==> config.mk <==
export PLATFORM = sky130hd
export DESIGN_NAME = pdp8_ext_ram_arb
export DESIGN_NICKNAME = d
export VERILOG_FILES = /design/src/rtl/pdp8_ext_ram_arb.sv
export SDC_FILE = /design/constraint.sdc
export NUM_CORES = 1
export LEC_CHECK = 0
export ABC_AREA = 1
export ABC_CLOCK_PERIOD_IN_PS = 1400
export BUFFER_PORTS_ARGS = -buffer_cell sky130_fd_sc_hd__buf_2
export CORE_MARGIN = 8
export CORE_UTILIZATION = 40
export CTS_CLUSTER_DIAMETER = 200
export CTS_CLUSTER_SIZE = 25
export DETAILED_ROUTE_END_ITERATION = 8
export HOLD_SLACK_MARGIN = 0.15
export PLACE_DENSITY = 0.71
export SKIP_LAST_GASP = 1
export SLEW_MARGIN = 20
export SYNTH_ARGS = -nofsm -noshare
export SYNTH_HDL_FRONTEND = slang
export SYNTH_SLANG_ARGS = --single-unit
==> constraint.sdc <==
create_clock -name clk -period 1.4 [get_ports clk]
set_input_delay 0.07 -clock clk [delete_from_list [all_inputs] [get_ports clk]]
set_output_delay 0.07 -clock clk [all_outputs]
set_load 0.01 [all_outputs]
==> src/rtl/pdp8_ext_ram_arb.sv <==
// PDP-8 data-break arbiter: slots I/O-side memory requests into
// free CPU memory cycles on a shared RAM port, CPU always first.
module pdp8_ext_ram_arb #(
  parameter int WAIT_LIMIT = 63
) (
  input  logic        clk,
  input  logic        reset,
  input  logic [14:0] cpu_ram_addr,
  input  logic [11:0] cpu_ram_data_in,
  input  logic        cpu_ram_rd,
  input  logic        cpu_ram_wr,
  output logic [11:0] cpu_ram_data_out,
  input  logic        ext_ram_read_req,
  input  logic        ext_ram_write_req,
  input  logic [14:0] ext_ram_ma,
  input  logic [11:0] ext_ram_in,
  output logic [11:0] ext_ram_out,
  output logic        ext_ram_done,
  output logic [14:0] ram_addr,
  output logic [11:0] ram_data_in,
  output logic        ram_rd,
  output logic        ram_wr,
  input  logic [11:0] ram_data_out,
  output logic        ext_ram_busy,
  output logic        ext_ram_stalled
);

  localparam int CW =
    (WAIT_LIMIT < 1) ? 1 : $clog2(WAIT_LIMIT + 1);
  localparam logic [CW-1:0] LIMIT = CW'(WAIT_LIMIT);

  typedef enum logic [2:0] {
    IDLE, ARM, ACC, DONE, DROP
  } state_t;

  state_t        state;
  state_t        state_nx;
  logic [14:0]   ma_q;
  logic [11:0]   din_q;
  logic          wr_q;
  logic [CW-1:0] blk_q;
  logic          req;
  logic          free;
  logic          take;

  assign req  = ext_ram_read_req | ext_ram_write_req;
  assign free = !cpu_ram_rd && !cpu_ram_wr;
  // reset keeps the port on the CPU even if we were mid-ARM
  assign take = (state == ARM) && free && !reset;

  always_ff @(posedge clk) begin
    if (reset) state <= IDLE;
    else       state <= state_nx;
  end

  always_comb begin
    state_nx = state;
    unique case (state)
      IDLE:    if (req) state_nx = ARM;
      ARM:     if (free) state_nx = ACC;
      ACC:     state_nx = DONE;
      DONE:    state_nx = DROP;
      DROP:    if (!req) state_nx = IDLE;
      default: state_nx = IDLE;
    endcase
  end

  always_ff @(posedge clk) begin
    if (reset) begin
      ma_q        <= '0;
      din_q       <= '0;
      wr_q        <= 1'b0;
      blk_q       <= '0;
      ext_ram_out <= '0;
    end else begin
      if (state == IDLE && req) begin
        ma_q  <= ext_ram_ma;
        din_q <= ext_ram_in;
        wr_q  <= ext_ram_write_req;
      end
      if (state == ARM && !free) begin
        if (blk_q != LIMIT) blk_q <= blk_q + CW'(1);
      end else begin
        blk_q <= '0;
      end
      if (state == ACC && !wr_q) ext_ram_out <= ram_data_out;
    end
  end

  assign ram_addr    = take ? ma_q  : cpu_ram_addr;
  assign ram_data_in = take ? din_q : cpu_ram_data_in;
  assign ram_rd      = take ? !wr_q : cpu_ram_rd;
  assign ram_wr      = take ? wr_q  : cpu_ram_wr;

  assign cpu_ram_data_out = ram_data_out;

  assign ext_ram_done    = (state == DONE) && !reset;
  assign ext_ram_busy    = (state == ARM || state == ACC) && !reset;
  assign ext_ram_stalled = (blk_q == LIMIT) && !reset;

endmodule

==> results.cfg, run 1 <==
[outcome]
outcome = complete, but fails checks
violated_checks = setup timing

[pwr]
post-layout-total-power_mw = 4.11
swShare = 0.329
power_leakage_nw = 2.22
clock_power_share = 0.224
sequentialPowerShare = 0.392
p_int_mw = 2.76
switching_power_mw = 1.35
vdd_drop_max_v = 0.000638
comb_power_share = 0.385
power_per_cell_area_nw_per_um2 = 929

[logic_synthesis]
ys_types = 24
synth.mux.area_fraction = 0
post_synth_instance_area_sq_um = 2560
synthXorXnorAreaFrac = 0
synth_enable_flop_cells = 0
share_of_async_settable_or_async_resettable_flops_after_synthesis = 0
ys.warnings.count = 0
synth_top_family_by_area = simple AND/OR/NAND/NOR gates
synth_sequential_area_ratio = 0.383
synth_adder_area_share = 0.00488
top_cell_type_s_share_of_synthesized_area = 0.383
postSynthRegisterBits = 49
synthesis.instances = 379
post-synth-top-count-cell = sky130_fd_sc_hd__nand2_1
postSynthAreaPerCell_sq_um = 6.76
synth_largest_area_cell = sky130_fd_sc_hd__dfxtp_1
synthTopCellsByCount = sky130_fd_sc_hd__nand2_1 (113), sky130_fd_sc_hd__nor2_1 (65), sky130_fd_sc_hd__dfxtp_1 (49)
synth-compound-area-share = 0.135
synth_simple_gate_area_share = 0.328
mappedNetlistNets = 452
netlist_top_cells_area = sky130_fd_sc_hd__dfxtp_1 (38%), sky130_fd_sc_hd__nand2_1 (17%), sky130_fd_sc_hd__nor2_1 (9.5%), sky130_fd_sc_hd__o21ai_2 (6.1%), sky130_fd_sc_hd__inv_1 (5.6%)
synth_ff_type = sky130_fd_sc_hd__dfxtp_1

[placed_design]
dp_slack_ns = 0.0777
placed_cell_area_sq_um = 3200
place_inst = 564
place_congestion = 0.719
dp_hpwl_microns = 5270
placement.io_buffers = 127

[global_routing]
wire_length_of_the_first_global_routing_pass_microns = 13800
grt-ovfl-total = 0
first_global_vias = 2987
globalRouteMet2Util = 0.338
use_met3 = 0.0624
grt_start_max_net_pins = 35
grt-busiest-layer = met2
globalRouteMet1Util = 0.201
grt_antenna_before_repair = 0
grt.total_usage = 0.186

[route]
first_pass_iteration_count_of_the_detailed_router = 4
detail_route.wirelength_microns = 9900
via_count = 3108
post_drt_via_cell_ratio = 4.85
route.detailed.drc = 0
antenna_nets_post_route = 0
detailed_router_s_first_iteration_violation_count = 136
wl_per_cell_microns = 15.4

[critical_path]
path_delay_family = buffers and inverters
worst_setup_path_end_kind = primary output
timing.critical_path.from_type = flop
critical_path_peak_fanout = 7
worstPathBufferInverterCount = 4
cp.required_ns = 1.33
arrival_ns = 1.58
crit_path_max_incr_delay_ns = 0.34
path_class = flop to primary output
timing.critical_path.slowest_stage_cell = sky130_fd_sc_hd__dfxtp_2
crit_chain = inv_2 > nand2_2 > nor2_4 > nand3_4 > buf_12 > buf_16 > o21ai_2 > buf_2

[sta]
period_share = 1.18
fmax_ghz = 0.607
timing.final.max_slew_violations = 0
worst_clock_skew_ns = 0.00632
grt_setup_unrepaired = true
timing_hold_violations_final = 0
worst_slew_margin_rel = 0.782
setup_ws_ns = -0.248
worstMarginPinSlew_ns = 0.328
timing.final.setup_violations = 30
period_minus_slack_ns = 1.65

[floorplan]
design.portCount = 128
design.die.area_sq_um = 9230
initial_utilization = 0.408
dieWidth_microns = 96.1
floorplan.die.height_microns = 96.1
placement_rows = 29
core_area_sq_um = 6280

[finish]
drive_above_1_share = 0.449
design_area_sq_um = 4420
areaGrowthSynthToFinish_pct = 72.5
antenna-diode-count = 0
fin_nets = 636
stdcell_count = 641

[clock_tree]
cts_root_buffer = sky130_fd_sc_hd__clkbuf_8
clock_latency_ns = 0.30
htreeDepth = 2
number_of_clock_sinks = 49
cts-buffers-inserted = 5
cts-root-to-sink-buffers = 2
cts.clk_slew.worst_paths_ns = 0.09
tritoncts_clock_tree = done

[job]
number_of_maximum_capacitance_violations = 0

[worst_hold_path]
worst_hold_path_type = primary input to flop
==> cell type report <==
class | count | area (sq um)
clock buffer | 7 | 96.3
multi-input combinational | 260 | 1430
timing repair buffer | 208 | 1650
inverter | 39 | 149
clock inverter | 1 | 5.00
sequential | 49 | 990
fill | 470 | 1850
tap | 77 | 96.3
==> sequential cells by signal, summed over array words and instances, names as in the netlist <==
register,flops
ext_ram_out,12
din_q,12
wr_q,1
ma_q,15
blk_q,6
state,3
==> cell families after synthesis <==
logic type | count (synthesis)
compound gates | 53
fa+ha+maj | 1
simple gates | 204
buf+inv | 72
flops | 49
==> stage by stage <==
step / utilization / hold WS (ns) / setup TNS [ns]
CTS: 0.646 / 0.155 / -5.70
detailed placement: 0.510 / 0.299 / 0
global route: 0.705 / 0.185 / -8.64
global placement: 0.510 / 0.290 / 0
finish: 0.705 / 0.169 / -5.67
floorplan: - / 0.205 / 0
==> worst paths after layout <==
| path | slack, ns | cells after the start | to | from |
|---|---|---|---|---|
| min | 0.17 | 3 | state[2] | reset |
| max | -0.25 | 8 | ram_addr[7] | state[2] |
| max reg2reg | 0 | 8 | din_q[0] | state[2] |
| min reg2reg | 0.46 | 2 | ext_ram_out[3] | ext_ram_out[3] |
==> tightest hold or removal path, cell delays in order <==
cell                      delay (ns)
sky130_fd_sc_hd__buf_2          0.09
sky130_fd_sc_hd__buf_4          0.22
sky130_fd_sc_hd__a21oi_1        0.06
==> power groups by stage <==
| stage | combinational (mW) | sequential (mW) | clock, mW |
|---|---|---|---|
| after global routing | 1.73 | 1.63 | 1.00 |
| final | 1.58 | 1.61 | 0.920 |
| after global placement | 0.996 | 1.63 | 0 |
| after detailed placement | 1.02 | 1.63 | 0 |
| after CTS | 1.23 | 1.61 | 0.944 |
| after floorplan | 0.697 | 1.63 | 0 |
==> per-layer routing <==
metal	wire length, microns	vias to the layer above	share of wire
met4	133	0	0.013
met2	4940	136	0.50
met1	3750	1418	0.38
met5	0	-	0
li1	-	1542	-
met3	1080	12	0.11
==> cells in the final DEF (no fill, tap or decap), drive strengths merged <==
cell type,n
ha,1
dfxtp,49
o21bai,2
nand4,14
clkbuf,12
clkinv,1
o21ai,30
nand3,11
buf,163
nor2,67
inv,39
dlygate4sd3,40
nand2,113
a21oi,21
or2,1
==> what timing repair did <==
item                                   4_1_cts  5_1_grt
hold buffers                                40        0
endpoints found under the hold margin       40        0
gates resized for setup                     53       39
setup endpoints to repair                   31       57
cloned                                       5        9
pin swaps                                    3        8
setup buffers                                8        9
No activity file was read; power rests on OpenSTA's default activity.
==> inputs of run 2 (changes only) <==
--- a/config.mk
+++ b/config.mk
@@ -14,7 +14,7 @@
 export CTS_CLUSTER_SIZE = 25
 export DETAILED_ROUTE_END_ITERATION = 8
 export HOLD_SLACK_MARGIN = 0.15
-export PLACE_DENSITY = 0.71
+export PLACE_DENSITY = 0.72
 export SKIP_LAST_GASP = 1
 export SLEW_MARGIN = 20
 export SYNTH_ARGS = -nofsm -noshare
==> run 2 against run 1 <==
  * Combinational power fell by 23%
  * The flow still finishes with violations (setup timing)
  * Flip-flop and latch count did not move
  * Count of clock-buffer cells in the layout did not move
  * Largest power group unchanged
  * Wire length fell by 19%
  * Global-route usage fell by 2.0 points
  * Highest routed layer unchanged
==> results.cfg, run 2 (synthesized netlist as in run 1, its figures left out) <==
[pwr]
power_leakage_nw = 2.02
vdd_drop_max_v = 0.000439
post-layout-total-power_mw = 3.71
power_per_cell_area_nw_per_um2 = 947

[clock_tree]
clock_latency_ns = 0.30
cts-buffers-inserted = 5
cts_root_buffer = sky130_fd_sc_hd__clkbuf_8
cts.clk_slew.worst_paths_ns = 0.09
cts-root-to-sink-buffers = 2
tritoncts_clock_tree = done
htreeDepth = 2
number_of_clock_sinks = 49

[floorplan]
floorplan.die.height_microns = 96.1
initial_utilization = 0.408
dieWidth_microns = 96.1
design.die.area_sq_um = 9230
design.portCount = 128
placement_rows = 29
core_area_sq_um = 6280

[global_routing]
first_global_vias = 2809
grt_antenna_before_repair = 0
grt.total_usage = 0.166
grt_start_max_net_pins = 56
grt-ovfl-total = 0
wire_length_of_the_first_global_routing_pass_microns = 12400

[route]
first_pass_iteration_count_of_the_detailed_router = 4
detailed_router_s_first_iteration_violation_count = 111
wl_per_cell_microns = 12.8
post_drt_via_cell_ratio = 4.59
antenna_nets_post_route = 0
via_count = 2860
route.detailed.drc = 0
detail_route.wirelength_microns = 8000

[sta]
worstMarginPinSlew_ns = 0.316
worst_clock_skew_ns = 0.00573
timing_hold_violations_final = 0
grt_setup_unrepaired = true
finalHoldWorstSlack_ns = 0.172
timing.final.setup_violations = 29
timing.final.max_slew_violations = 0
period_share = 1.11
worst_slew_margin_rel = 0.789
setup_ws_ns = -0.159
period_minus_slack_ns = 1.56
fmax_ghz = 0.641

[critical_path]
timing.critical_path.from_type = flop
critical_path_peak_fanout = 23
path_class = flop to primary output
arrival_ns = 1.49
ff2ff_setup_slack_ns = 0.06
cp.required_ns = 1.33
worst_setup_path_end_kind = primary output

[finish]
drive_above_1_share = 0.374
mostFrequentLayoutCell = sky130_fd_sc_hd__buf_2
multiInputGateArea_sq_um = 1270
antenna-diode-count = 0
largest_reg_flops = 15
layout.filler_cells = 549
layout_top_registers = ma_q: 15 flops, din_q: 12 flops, ext_ram_out: 12 flops
seq_area_sq_um = 990
leading_cell_types_in_the_layout_fill_and_taps_excluded = sky130_fd_sc_hd__buf_2 (125), sky130_fd_sc_hd__nand2_1 (108), sky130_fd_sc_hd__nor2_1 (63), sky130_fd_sc_hd__dfxtp_1 (44), sky130_fd_sc_hd__dlygate4sd3_1 (41)
areaGrowthSynthToFinish_pct = 52.8
fin_nets = 618
register_name_with_the_most_flops = ma_q

[placed_design]
dp_hpwl_microns = 5150
placement.io_buffers = 127
dp_slack_ns = 0.0324
place_congestion = 0.731

[job]
number_of_maximum_capacitance_violations = 0

[outcome]
violated_checks = setup timing
outcome = complete, but fails checks

[worst_hold_path]
worst_hold_path_type = primary input to flop
run 2: worst max-delay path, stage by stage (launching register included):
cell,delay [ns]
sky130_fd_sc_hd__dfxtp_2,0.33
sky130_fd_sc_hd__inv_2,0.05
sky130_fd_sc_hd__nand2_2,0.05
sky130_fd_sc_hd__nor2_4,0.10
sky130_fd_sc_hd__nand3_4,0.14
sky130_fd_sc_hd__buf_16,0.21
sky130_fd_sc_hd__o21ai_2,0.13
sky130_fd_sc_hd__buf_2,0.16
run 2: final timing paths:
| kind | startpoint | to | cells past startpoint |
|---|---|---|---|
| setup / recovery | state[2] | ram_addr[10] | 7 |
| hold / removal | ext_ram_read_req | state[0] | 5 |
| setup reg to reg | state[0] | ma_q[5] | 8 |
| hold reg to reg | ext_ram_out[1] | ext_ram_out[1] | 2 |
run 2: report_power, final:
part | leakage, nW | total [mW] | switching, mW | internal, mW
logic | 1.56 | 1.21 | 0.671 | 0.537
registers | 0.405 | 1.60 | 0.0500 | 1.55
clock network | 0.0542 | 0.902 | 0.455 | 0.447
total | 2.02 | 3.71 | 1.18 | 2.53
run 2: layout make-up:
type,count,share of cell area
Sequential cell,49,0.253
Timing Repair Buffer,192,0.333
Inverter,39,0.0380
Tap cell,77,0.0246
Clock buffer,7,0.0246
Clock inverter,1,0.00128
Multi-Input combinational cell,258,0.326
run 2: layer usage:
| metal | track usage | part of all wire |
|---|---|---|
| met1 | 0.188 | 0.41 |
| met2 | 0.289 | 0.47 |
| met3 | 0.0546 | 0.11 |
| met4 | 0.0487 | 0.0092 |
| met5 | 0 | 0 |
run 2: stage by stage:
stage,setup TNS [ns],util,std cells,area [sq um]
finish,-3.44,0.624,623,3920
global placement,0,0.506,562,3170
detailed placement,0,0.506,562,3170
floorplan,0,-,379,2560
CTS,-3.47,0.606,618,3810
global route,-6.29,0.624,623,3920
run 2: timing repair:
item,4_1_cts,5_1_grt
setup buffers,6,4
cloned,1,1
pin swaps,2,4
hold endpoints to repair,41,0
endpoints found under the setup margin,30,48
resized for setup,18,14
hold buffers,41,0
